$ cat config.mk
export PLATFORM = sky130hd
export DESIGN_NAME = id_ex_stage
export DESIGN_NICKNAME = d
export VERILOG_FILES = /design/src/rtl/id_ex_stage_pkg.sv /design/src/rtl/id_ex_stage_hazard_forward_unit.sv /design/src/rtl/id_ex_stage.sv
export SDC_FILE = /design/constraint.sdc
export NUM_CORES = 1
export LEC_CHECK = 0
export BUFFER_PORTS_ARGS = -buffer_cell sky130_fd_sc_hd__clkbuf_2
export CELL_PAD_IN_SITES_DETAIL_PLACEMENT = 1
export CELL_PAD_IN_SITES_GLOBAL_PLACEMENT = 1
export CORE_AREA = 2 2 125 127
export DETAILED_ROUTE_END_ITERATION = 16
export DIE_AREA = 0 0 127 129
export GPL_TIMING_DRIVEN = 1
export PLACE_DENSITY_LB_ADDON = 0.08
export SYNTH_ARGS = -nofsm -noshare
export SYNTH_HDL_FRONTEND = slang
export SYNTH_SLANG_ARGS = --single-unit
$ cat constraint.sdc
create_clock -name clk -period 7.2 [get_ports clk]
set_input_delay 1.44 -clock clk [delete_from_list [all_inputs] [get_ports clk]]
set_output_delay 1.44 -clock clk [all_outputs]
set_load 0.05 [all_outputs]
$ cat src/rtl/id_ex_stage_pkg.sv
// id_ex_stage_pkg: types and constants shared by the ID/EX stage and its
// hazard/forwarding unit.
//   alu_op_e    - ALUOperation codes presented to the 32-bit ALU
//   fwd_sel_e   - operand source selected by the forwarding logic
//   ctrl_t      - control bits carried through the ID/EX register
//   CTRL_BUBBLE - control value of an inserted bubble (everything off)
package id_ex_stage_pkg;

  typedef enum logic [3:0] {
    ALU_AND = 4'b0000,
    ALU_OR  = 4'b0001,
    ALU_NOR = 4'b0010,
    ALU_ADD = 4'b0011,
    ALU_SUB = 4'b0100,
    ALU_LUI = 4'b0101,
    ALU_SLL = 4'b0110,
    ALU_SRL = 4'b0111
  } alu_op_e;

  typedef enum logic [1:0] {
    FWD_REG   = 2'd0,
    FWD_EXMEM = 2'd1,
    FWD_MEMWB = 2'd2
  } fwd_sel_e;

  typedef struct packed {
    logic reg_write;
    logic mem_read;
    logic mem_write;
    logic mem_to_reg;
    logic valid;
  } ctrl_t;

  localparam ctrl_t CTRL_BUBBLE = '0;

endpackage

$ cat src/rtl/id_ex_stage_hazard_forward_unit.sv
// hazard_forward_unit: operand forward selects for the instruction in EX and
// the raw hazard request for the instruction waiting in ID.
// Optional feature macro: ID_EX_FORWARDING_EN.
//   defined   - selects pick EX/MEM over MEM/WB over register data; only a
//               load-use dependence raises hazard.
//   undefined - selects are always FWD_REG; any nonzero ID source matching a
//               pending write in EX or EX/MEM raises hazard.
// Ports:
//   ex_rs/ex_rt/ex_write_reg/ex_reg_write/ex_mem_read - registered EX fields
//   id_rs/id_rt                                       - ID source indices
//   exmem_*/memwb_*                                   - downstream writers
//   fwd_a/fwd_b                                       - rs/rt operand source
//   hazard                                            - ID must be held
module hazard_forward_unit
  import id_ex_stage_pkg::*;
#(
  parameter int REG_W = 5
) (
  input  logic [REG_W-1:0] ex_rs,
  input  logic [REG_W-1:0] ex_rt,
  input  logic [REG_W-1:0] ex_write_reg,
  input  logic             ex_reg_write,
  input  logic             ex_mem_read,
  input  logic [REG_W-1:0] id_rs,
  input  logic [REG_W-1:0] id_rt,
  input  logic [REG_W-1:0] exmem_write_reg,
  input  logic             exmem_reg_write,
  input  logic [REG_W-1:0] memwb_write_reg,
  input  logic             memwb_reg_write,
  output fwd_sel_e         fwd_a,
  output fwd_sel_e         fwd_b,
  output logic             hazard
);

`ifdef ID_EX_FORWARDING_EN
  logic exmem_live, memwb_live;

  // Register 0 is hardwired, so a write to it must never be forwarded.
  assign exmem_live = exmem_reg_write && (exmem_write_reg != '0);
  assign memwb_live = memwb_reg_write && (memwb_write_reg != '0);

  always_comb begin
    fwd_a = FWD_REG;
    fwd_b = FWD_REG;
    if (exmem_live && (exmem_write_reg == ex_rs)) fwd_a = FWD_EXMEM;
    else if (memwb_live && (memwb_write_reg == ex_rs)) fwd_a = FWD_MEMWB;
    if (exmem_live && (exmem_write_reg == ex_rt)) fwd_b = FWD_EXMEM;
    else if (memwb_live && (memwb_write_reg == ex_rt)) fwd_b = FWD_MEMWB;
    // A load's data only exists after MEM, so its consumer in ID must wait.
    hazard = ex_mem_read && (ex_write_reg != '0) &&
             ((ex_write_reg == id_rs) || (ex_write_reg == id_rt));
  end

  logic unused_inputs;
  assign unused_inputs = ex_reg_write;
`else
  always_comb begin
    fwd_a  = FWD_REG;
    fwd_b  = FWD_REG;
    // Without bypassing, ID waits until the producer reaches WB, where the
    // register file writes before it reads.
    hazard = ((id_rs != '0) &&
              ((ex_reg_write && (ex_write_reg == id_rs)) ||
               (exmem_reg_write && (exmem_write_reg == id_rs)))) ||
             ((id_rt != '0) &&
              ((ex_reg_write && (ex_write_reg == id_rt)) ||
               (exmem_reg_write && (exmem_write_reg == id_rt))));
  end

  logic unused_inputs;
  assign unused_inputs = ^{ex_rs, ex_rt, ex_mem_read, memwb_write_reg, memwb_reg_write};
`endif

endmodule

$ cat src/rtl/id_ex_stage.sv
// id_ex_stage: ID/EX pipeline register feeding the 32-bit ALU, with operand
// forwarding and load-use / RAW stall generation.
// Optional feature macro: ID_EX_FORWARDING_EN (see hazard_forward_unit).
// Ports:
//   clk, reset (sync, active-high), flush (load bubble), hold (freeze)
//   id_*      - decoded operands, indices and control from ID
//   exmem_*   - destination/write-enable/result of the instruction in MEM
//   memwb_*   - destination/write-enable/result of the instruction in WB
//   ex_*      - ALU inputs, store data and control presented to EX
//   stall_if_id - freezes PC and IF/ID while ID waits for a producer
// Register update priority: reset > flush > hold > hazard bubble > load.
module id_ex_stage
  import id_ex_stage_pkg::*;
#(
  parameter int DATA_W = 32,
  parameter int REG_W  = 5
) (
  input  logic              clk,
  input  logic              reset,
  input  logic              flush,
  input  logic              hold,
  input  logic [DATA_W-1:0] id_rs_data,
  input  logic [DATA_W-1:0] id_rt_data,
  input  logic [DATA_W-1:0] id_imm_ext,
  input  logic [4:0]        id_shamt,
  input  logic [3:0]        id_alu_op,
  input  logic              id_alu_src,
  input  logic [REG_W-1:0]  id_rs,
  input  logic [REG_W-1:0]  id_rt,
  input  logic [REG_W-1:0]  id_write_reg,
  input  logic              id_reg_write,
  input  logic              id_mem_read,
  input  logic              id_mem_write,
  input  logic              id_mem_to_reg,
  input  logic [REG_W-1:0]  exmem_write_reg,
  input  logic              exmem_reg_write,
  input  logic [DATA_W-1:0] exmem_result,
  input  logic [REG_W-1:0]  memwb_write_reg,
  input  logic              memwb_reg_write,
  input  logic [DATA_W-1:0] memwb_result,
  output logic [3:0]        ex_alu_operation,
  output logic [DATA_W-1:0] ex_a,
  output logic [DATA_W-1:0] ex_b,
  output logic [4:0]        ex_shamt,
  output logic [DATA_W-1:0] ex_store_data,
  output logic [REG_W-1:0]  ex_write_reg,
  output logic              ex_reg_write,
  output logic              ex_mem_read,
  output logic              ex_mem_write,
  output logic              ex_mem_to_reg,
  output logic              ex_valid,
  output logic              stall_if_id
);

  logic [3:0]        alu_op_d, alu_op_q;
  logic [DATA_W-1:0] rs_data_d, rs_data_q;
  logic [DATA_W-1:0] rt_data_d, rt_data_q;
  logic [DATA_W-1:0] imm_d, imm_q;
  logic [4:0]        shamt_d, shamt_q;
  logic              alu_src_d, alu_src_q;
  logic [REG_W-1:0]  rs_d, rs_q, rt_d, rt_q, write_reg_d, write_reg_q;
  ctrl_t             ctrl_d, ctrl_q;

  fwd_sel_e          fwd_a, fwd_b;
  logic              hazard;
  logic              load_bubble, load_new;
  logic [DATA_W-1:0] fwd_rs, fwd_rt;

  hazard_forward_unit #(.REG_W(REG_W)) u_hazard_forward_unit (
    .ex_rs           (rs_q),
    .ex_rt           (rt_q),
    .ex_write_reg    (write_reg_q),
    .ex_reg_write    (ctrl_q.reg_write),
    .ex_mem_read     (ctrl_q.mem_read),
    .id_rs           (id_rs),
    .id_rt           (id_rt),
    .exmem_write_reg (exmem_write_reg),
    .exmem_reg_write (exmem_reg_write),
    .memwb_write_reg (memwb_write_reg),
    .memwb_reg_write (memwb_reg_write),
    .fwd_a           (fwd_a),
    .fwd_b           (fwd_b),
    .hazard          (hazard)
  );

  // hold outranks a hazard bubble, so a frozen stage keeps its instruction
  // and stall_if_id keeps tracking the frozen contents.
  assign load_bubble = flush || (!hold && hazard);
  assign load_new    = !flush && !hold && !hazard;

  always_comb begin
    alu_op_d    = alu_op_q;
    rs_data_d   = rs_data_q;
    rt_data_d   = rt_data_q;
    imm_d       = imm_q;
    shamt_d     = shamt_q;
    alu_src_d   = alu_src_q;
    rs_d        = rs_q;
    rt_d        = rt_q;
    write_reg_d = write_reg_q;
    ctrl_d      = ctrl_q;
    if (load_bubble) begin
      alu_op_d    = ALU_AND;
      rs_data_d   = '0;
      rt_data_d   = '0;
      imm_d       = '0;
      shamt_d     = '0;
      alu_src_d   = 1'b0;
      rs_d        = '0;
      rt_d        = '0;
      write_reg_d = '0;
      ctrl_d      = CTRL_BUBBLE;
    end else if (load_new) begin
      alu_op_d    = id_alu_op;
      rs_data_d   = id_rs_data;
      rt_data_d   = id_rt_data;
      imm_d       = id_imm_ext;
      shamt_d     = id_shamt;
      alu_src_d   = id_alu_src;
      rs_d        = id_rs;
      rt_d        = id_rt;
      write_reg_d = id_write_reg;
      ctrl_d      = '{reg_write: id_reg_write, mem_read: id_mem_read,
                      mem_write: id_mem_write, mem_to_reg: id_mem_to_reg,
                      valid: 1'b1};
    end
  end

  always_ff @(posedge clk) begin
    if (reset) begin
      alu_op_q    <= ALU_AND;
      rs_data_q   <= '0;
      rt_data_q   <= '0;
      imm_q       <= '0;
      shamt_q     <= '0;
      alu_src_q   <= 1'b0;
      rs_q        <= '0;
      rt_q        <= '0;
      write_reg_q <= '0;
      ctrl_q      <= CTRL_BUBBLE;
    end else begin
      alu_op_q    <= alu_op_d;
      rs_data_q   <= rs_data_d;
      rt_data_q   <= rt_data_d;
      imm_q       <= imm_d;
      shamt_q     <= shamt_d;
      alu_src_q   <= alu_src_d;
      rs_q        <= rs_d;
      rt_q        <= rt_d;
      write_reg_q <= write_reg_d;
      ctrl_q      <= ctrl_d;
    end
  end

  function automatic logic [DATA_W-1:0] fwd_mux(input fwd_sel_e sel,
                                                input logic [DATA_W-1:0] reg_val,
                                                input logic [DATA_W-1:0] exmem_val,
                                                input logic [DATA_W-1:0] memwb_val);
    case (sel)
      FWD_EXMEM: return exmem_val;
      FWD_MEMWB: return memwb_val;
      default:   return reg_val;
    endcase
  endfunction

  always_comb begin
    fwd_rs = fwd_mux(fwd_a, rs_data_q, exmem_result, memwb_result);
    fwd_rt = fwd_mux(fwd_b, rt_data_q, exmem_result, memwb_result);
  end

  assign ex_alu_operation = alu_op_q;
  assign ex_a             = fwd_rs;
  assign ex_b             = alu_src_q ? imm_q : fwd_rt;
  assign ex_shamt         = shamt_q;
  assign ex_store_data    = fwd_rt;
  assign ex_write_reg     = write_reg_q;
  assign ex_reg_write     = ctrl_q.reg_write;
  assign ex_mem_read      = ctrl_q.mem_read;
  assign ex_mem_write     = ctrl_q.mem_write;
  assign ex_mem_to_reg    = ctrl_q.mem_to_reg;
  assign ex_valid         = ctrl_q.valid;
  // A taken branch discards the waiting ID instruction, so it need not stall.
  assign stall_if_id      = hazard && !flush;

endmodule

* Yosys cells after proc, flatten, opt, wreduce, memory -nomap -nowiden
Cells that the tools add are included.
** Operators by class
- Eq/ne operators :: 4
- Multiplexer cells :: 1
- Reduce and logical (&&, ||, !) cells :: 20
** Operators by type and width (count)
- 2-to-1 mux 32 bit :: 1
- equality test 5 bit :: 4
- logical AND 1 bit :: 10
- nonzero test 5 bit :: 2
- logical OR 1 bit :: 4
- zero test 1 bit :: 3
- OR reduction 2 bit :: 1
** Word-level totals
- Flip-flop bits (word level) :: 116
- Output and inout port bits :: 116
- Logic and storage cells :: 37

* Depth between registers and ports, before layout
Gate-level depths: netlist (run 1).
- Depth in word-level cells :: 8
- Gate-level depth with buffers :: 7
- Mapped depth without buffers :: 5

* By module
Synthesis (run 1) repeated with hierarchy kept, for this count alone.
** Unflattened totals
- Cells, all modules :: 955
- Area, all modules :: 8167.8 µm²
** By module, submodules not included
- id_ex_stage :: times used 1, cells an instance 916, area each 7867.5 µm², seq. area each 2522.4 µm²
- hazard_forward_unit :: times used 1, cells an instance 39, area each 300.3 µm², seq. area each 0.0 µm²

* Worst setup path before layout (run 1)
OpenSTA, ideal clock, no wires.
- Path kind :: input-to-output
- From :: in id_rt[0]
- To :: out stall_if_id
- Data arrival time :: 3.132 ns
- Setup slack :: 2.628 ns
- Cell stages on the path :: 6
- Path through :: or4_1 > nor2_1 > nor3_1 > nor4_4 > clkbuf_1 > nor2_1
** On the way
- Word-level cells in the longest chain between the ends :: 6
- Elaborated cells between the ends (all ways) :: 9
** RTL lines
- start, declared :: RTL line id_ex_stage.sv:29 : input logic [REG_W-1:0] id_rt,
- equality test 5 bit (on tied branches) :: RTL line id_ex_stage_hazard_forward_unit.sv:66, id_ex_stage_hazard_forward_unit.sv:67
- logical AND 1 bit (on tied branches) :: RTL line id_ex_stage_hazard_forward_unit.sv:66, id_ex_stage_hazard_forward_unit.sv:67
- logical OR 1 bit :: RTL line id_ex_stage_hazard_forward_unit.sv:66 : ((ex_reg_write && (ex_write_reg == id_rt)) ||
- logical AND 1 bit * :: RTL line id_ex_stage_hazard_forward_unit.sv:65 : ((id_rt != '0) &&
- logical OR 1 bit * :: RTL line id_ex_stage_hazard_forward_unit.sv:64 : (exmem_reg_write && (exmem_write_reg == id_rs)))) ||
- logical AND 1 bit * :: RTL line id_ex_stage.sv:183 : assign stall_if_id = hazard && !flush;
- end, declared :: RTL line id_ex_stage.sv:52 : output logic stall_if_id
Mark *: on every way between the ends. The rest lies on a longest branch, timed or not.

* Worst setup path after layout (run 1)
Same ends and word-level chain as after synthesis.

==> out/results.ini, run 1 <==
[run_status]
status=finished, final reports clean

[logic_synthesis]
synthCells=345
syn_nets=550
synth-seq-area-share_pct=54.0
synth-edff-count=0
synth_warnings=0
synth-async-reset-ratio_pct=0
ys_seq_elements=116
syn_area_per_cell_um2=12.5
syn_area_mm2=0.00430
ys.flop_type=dfxtp_1
yosysUniqueCellTypes=15

[clock_tree]
root_buffer=clkbuf_16
post_cts_buffers=0
path_clk_slew_ns=0.05
holdBufCountCts=0
insertion_delay_ns=0.42
cts_sinks=116
cts_htree_levels=4
cts_tree=yes
clock_path_buffers=2
cts_made_buffers=17
cts-resized-gates=0

[timing]
finalMaxSlewViolations=0
fmax_ghz=0.223
min_period_ns=4.47
fin_ws_ns=2.73
setup_tns_ns=0
rsz0062_at_grt=no
setup_viol=0
finalCritPeriodShare_pct=62.2
relSlewSlack_pct=31.6
fin_worst_skew_ns=0.0147
hold_viol=0
worst_pin_slew_ns=1.03

[cells_and_area]
reg_top3=imm_q (32), rs_data_q (32), rt_data_q (32)
nNetsFinal=785
multiInputGateArea_mm2=0.00183
nFillCells=1713
mostFrequentLayoutCells=clkbuf_2, a32o_1, dfxtp_1
ff_latch_area_mm2=0.00232
final_cells=781
drive_gt1_share_pct=54.5
layout_commonest_cell=clkbuf_2
synthToLayoutAreaGrowth_pct=46.7
diodes=0

[floorplanning]
die_h_um=129
dieArea_mm2=0.0164
die_w_um=127
row_count=45
initial_core_util_pct=28.7
core_area_mm2=0.0150
ios=321

[critical_path]
cp-start-kind=input pin
crit_arrival_ns=3.03
cp_slowest_stage_delay_ns=0.51
cp.required_ns=5.76
worst-setup-path-type=input pin to output port
cp_slowest_cell=or4_1
endpoint_kind=output port
crit_path_cell_trace=clkbuf_2 > or4_1 > nor2_1 > nor3_1 > nor4_4 > nor2_1 > clkbuf_2
worstPathMaxFanout=3

[placed_design]
dp.cells=749
dp_hpwl_um=10100
dp_slack_ns=2.72
portBuffers=250
gp_congestion=0.804

[pwr]
p_clk_share_pct=49.7
switching_share_pct=24.8
combPwrFrac_pct=12.1
seqPwrFrac_pct=38.2
power.internal_mw=1.34
max-vdd-ir-drop_uv=151
powerDensity_mw_per_mm2=283
p_sw_mw=0.444
p_leak_nw=2.83

[global_route]
track_usage_pct=17.3
grt_max_degree=97
grt_pass1_wl_um=21900
antenna_found_initial=1
grt_pass1_vias=4205
grt-ovfl-total=0

[routing]
wl_um=14300
drc=0
wl_per_cell_um=18.3
vias=4023
antenna_left=0
dr.pass1.iters=4
post_drt_via_cell_ratio=5.15
drtIter0Drc=174

[flow_run]
drv_cap=0

[min_path]
hold_path.class=flop to flop

-- path summary, 6_finish.rpt --
kind / start / slack (ns) / to / cells past startpoint
worst max-delay path: id_rt[0] / 2.73 / stall_if_id / 7
worst min-delay path: imm_q[0] / 0.46 / imm_q[0] / 1
worst max register to register: ex_write_reg[2] / 4.56 / rs_data_q[17] / 7
worst min register to register: imm_q[0] / 0.46 / imm_q[0] / 1
-- Yosys cell counts, types with 2 or more instances --
cell,count,share of area (%)
or4_1,2,0.35
nor3_1,5,0.58
nand2_1,4,0.35
nor2_1,3,0.26
buf_4,3,0.52
a32o_1,115,27
clkbuf_1,37,3.2
dfxtp_1,116,54
nand4_1,4,0.58
mux2_2,32,8.4
xnor2_1,20,4.1
-- cell type report --
type,count,area share (%)
Clock buffer,22,7.51
Tap cell,188,3.72
Multi-Input combinational cell,188,28.9
Sequential cell,116,36.8
Timing Repair Buffer,257,20.6
Clock inverter,10,2.42
-- per-stage QoR --
stage                     hold WS, ns  total power [mW]  area, um2  utilization, %
after global routing            0.478              1.86       6310            42.2
after detailed placement        0.453             0.914       5690            38.0
after global placement          0.441             0.909       5690            38.0
after CTS                       0.465              1.81       6310            42.2
after floorplan                 0.436             0.834       4300               -
final                           0.459              1.79       6310            42.2
-- worst max-delay path, delay by kind of cell --
family                 cells  cell delay [ns]
buffers and inverters      2             0.38
and+or+nand+nor            5             1.21
-- power by group through the flow --
stage          clock, mW  combinational [mW]  sequential, mW
6_report           0.889               0.217           0.682
3_5_place_dp           0               0.218           0.696
3_3_place_gp           0               0.215           0.694
4_1_cts            0.913               0.219           0.682
5_1_grt            0.948               0.230           0.685
2_1_floorplan          0              0.0879           0.747
-- metal layers --
| metal | wire length [um] | GRT usage, % | share of wire (%) |
|---|---|---|---|
| met5 | 10 | 0 | 0.070 |
| met4 | 289 | 7.89 | 2.0 |
| met3 | 1310 | 8.19 | 9.2 |
| met2 | 7090 | 29.3 | 50 |
| met1 | 5560 | 18.5 | 39 |
-- logic make-up (layout without fill, tap and decap cells) --
logic type	count (synthesis)	after routing	synth area share (%)
buf+inv	41	289	3.87
mux	32	32	8.37
flops	116	116	54.0
xor+xnor	20	20	4.07
compound gates	116	116	26.9
simple gates	20	20	2.79
No activity file was read; power rests on OpenSTA's default activity.
==> run 2, diff against run 1 <==
--- a/config.mk
+++ b/config.mk
@@ -8,9 +8,9 @@
 export BUFFER_PORTS_ARGS = -buffer_cell sky130_fd_sc_hd__clkbuf_2
 export CELL_PAD_IN_SITES_DETAIL_PLACEMENT = 1
 export CELL_PAD_IN_SITES_GLOBAL_PLACEMENT = 1
-export CORE_AREA = 2 2 125 127
+export CORE_MARGIN = 2
+export CORE_UTILIZATION = 26
 export DETAILED_ROUTE_END_ITERATION = 16
-export DIE_AREA = 0 0 127 129
 export GPL_TIMING_DRIVEN = 1
 export PLACE_DENSITY_LB_ADDON = 0.08
 export SYNTH_ARGS = -nofsm -noshare
==> constraint.sdc (replaced) <==
create_clock -name clk -period 3.65 [get_ports clk]
set_input_delay 0.73 -clock clk [delete_from_list [all_inputs] [get_ports clk]]
set_output_delay 0.73 -clock clk [all_outputs]
set_load 0.05 [all_outputs]
==> run 2 against run 1 <==
  * Clock power increased by 84%
  * Wire length increased by 1.5%
  * Via count about the same
  * Global-route usage decreased by 1.1 points
  * Non-clock buffer count unchanged
  * Cell area increased by 0.20%
  * Clock skew decreased by 0.010 ns
  * Hold slack improved by 0.00093 ns
  * Critical path type unchanged
  * Highest routed layer is now met4
==> out/results.ini, run 2 (synthesis results as in run 1) <==
[cells_and_area]
final_cells=812
nNetsFinal=785
diodes=0
synthToLayoutAreaGrowth_pct=47.0
reg_top3=imm_q (32), rs_data_q (32), rt_data_q (32)
stdcell_area_mm2=0.00633
nFillCells=1862
mostFrequentLayoutCells=clkbuf_2, a32o_1, dfxtp_1
drive_gt1_share_pct=54.6
postLayoutCoreUtil_pct=38.6
layout_commonest_cell=clkbuf_2

[clock_tree]
path_clk_slew_ns=0.05
cts_sinks=116
holdBufCountCts=0
cts_htree_levels=4
cts_made_buffers=17
insertion_delay_ns=0.41
root_buffer=clkbuf_16
cts-resized-gates=0
clock_path_buffers=2
post_cts_buffers=0
cts_tree=yes

[global_route]
grt_max_degree=117
grt_pass1_vias=4100
antenna_found_initial=0
grt_pass1_wl_um=22400
grt-ovfl-total=0
track_usage_pct=16.2

[routing]
wl_per_cell_um=17.8
drc=0
drtIter0Drc=178
vias=4027
antenna_left=0
wl_um=14500
dr.pass1.iters=4
post_drt_via_cell_ratio=4.96

[run_status]
status=finished, final reports clean

[timing]
fin_ws_ns=0.486
hold_ws_ns=0.460
relSlewSlack_pct=34.6
min_period_ns=3.16
setup_viol=0
rsz0062_at_grt=no
finalMaxSlewViolations=0
fin_worst_skew_ns=0.00440
setup_tns_ns=0
fmax_ghz=0.316
finalCritPeriodShare_pct=86.7
hold_viol=0
worst_pin_slew_ns=0.981

[placed_design]
portBuffers=250
gp_congestion=0.798
dp.cells=781
dpl_cell_area_mm2=0.00574
dp_hpwl_um=9750
dp_slack_ns=0.486

[floorplanning]
ios=321
row_count=47
dieArea_mm2=0.0176
initial_core_util_pct=26.2
die_w_um=133
core_area_mm2=0.0164
die_h_um=133

[critical_path]
worst-setup-path-type=input pin to output port
cp.required_ns=2.92
cp-start-kind=input pin
crit_arrival_ns=2.43
worstPathMaxFanout=3
endpoint_kind=output port

[pwr]
power.total_mw=3.42
p_leak_nw=2.81
powerDensity_mw_per_mm2=540
max-vdd-ir-drop_uv=293

[min_path]
hold_path.class=flop to flop

[flow_run]
drv_cap=0

## run 2: routing by layer
layer	up-vias	part of all wire [%]	global-route usage, %
met3	18	7.0	6.17
met2	142	47	26.2
li1	1888	-	-
met5	-	0	0
met4	0	2.0	6.81
met1	1979	44	19.4
## run 2: layout make-up
type                       count  area, um2  area share, %
sequential                   116       2320           36.7
tap                          220        275           4.35
clock inverter                 9        103           1.62
clock buffer                  22        484           7.65
multi-input combinational    188       1830           28.9
timing repair buffer         257       1320           20.8
## run 2: where the power goes
part	switching [mW]	internal, mW	total, mW
Combinational	0.280	0.149	0.429
Clock	0.575	1.07	1.64
Sequential	0.0316	1.31	1.34
## run 2: path summary, 6_finish.rpt
path | slack [ns] | to | start | cells past startpoint
worst max-delay path | 0.49 | stall_if_id | id_rt[3] | 7
worst min register to register | 0.46 | imm_q[1] | imm_q[1] | 1
worst min-delay path | 0.46 | imm_q[1] | imm_q[1] | 1
worst max register to register | 1.68 | ex_write_reg[1] | ex_write_reg[2] | 6
## run 2: critical path, stage by stage
cell	delay, ns
clkbuf_2	0.13
or4_1	0.51
nor2_1	0.17
nor3_1	0.11
nor4_4	0.43
nor2_1	0.09
clkbuf_2	0.26
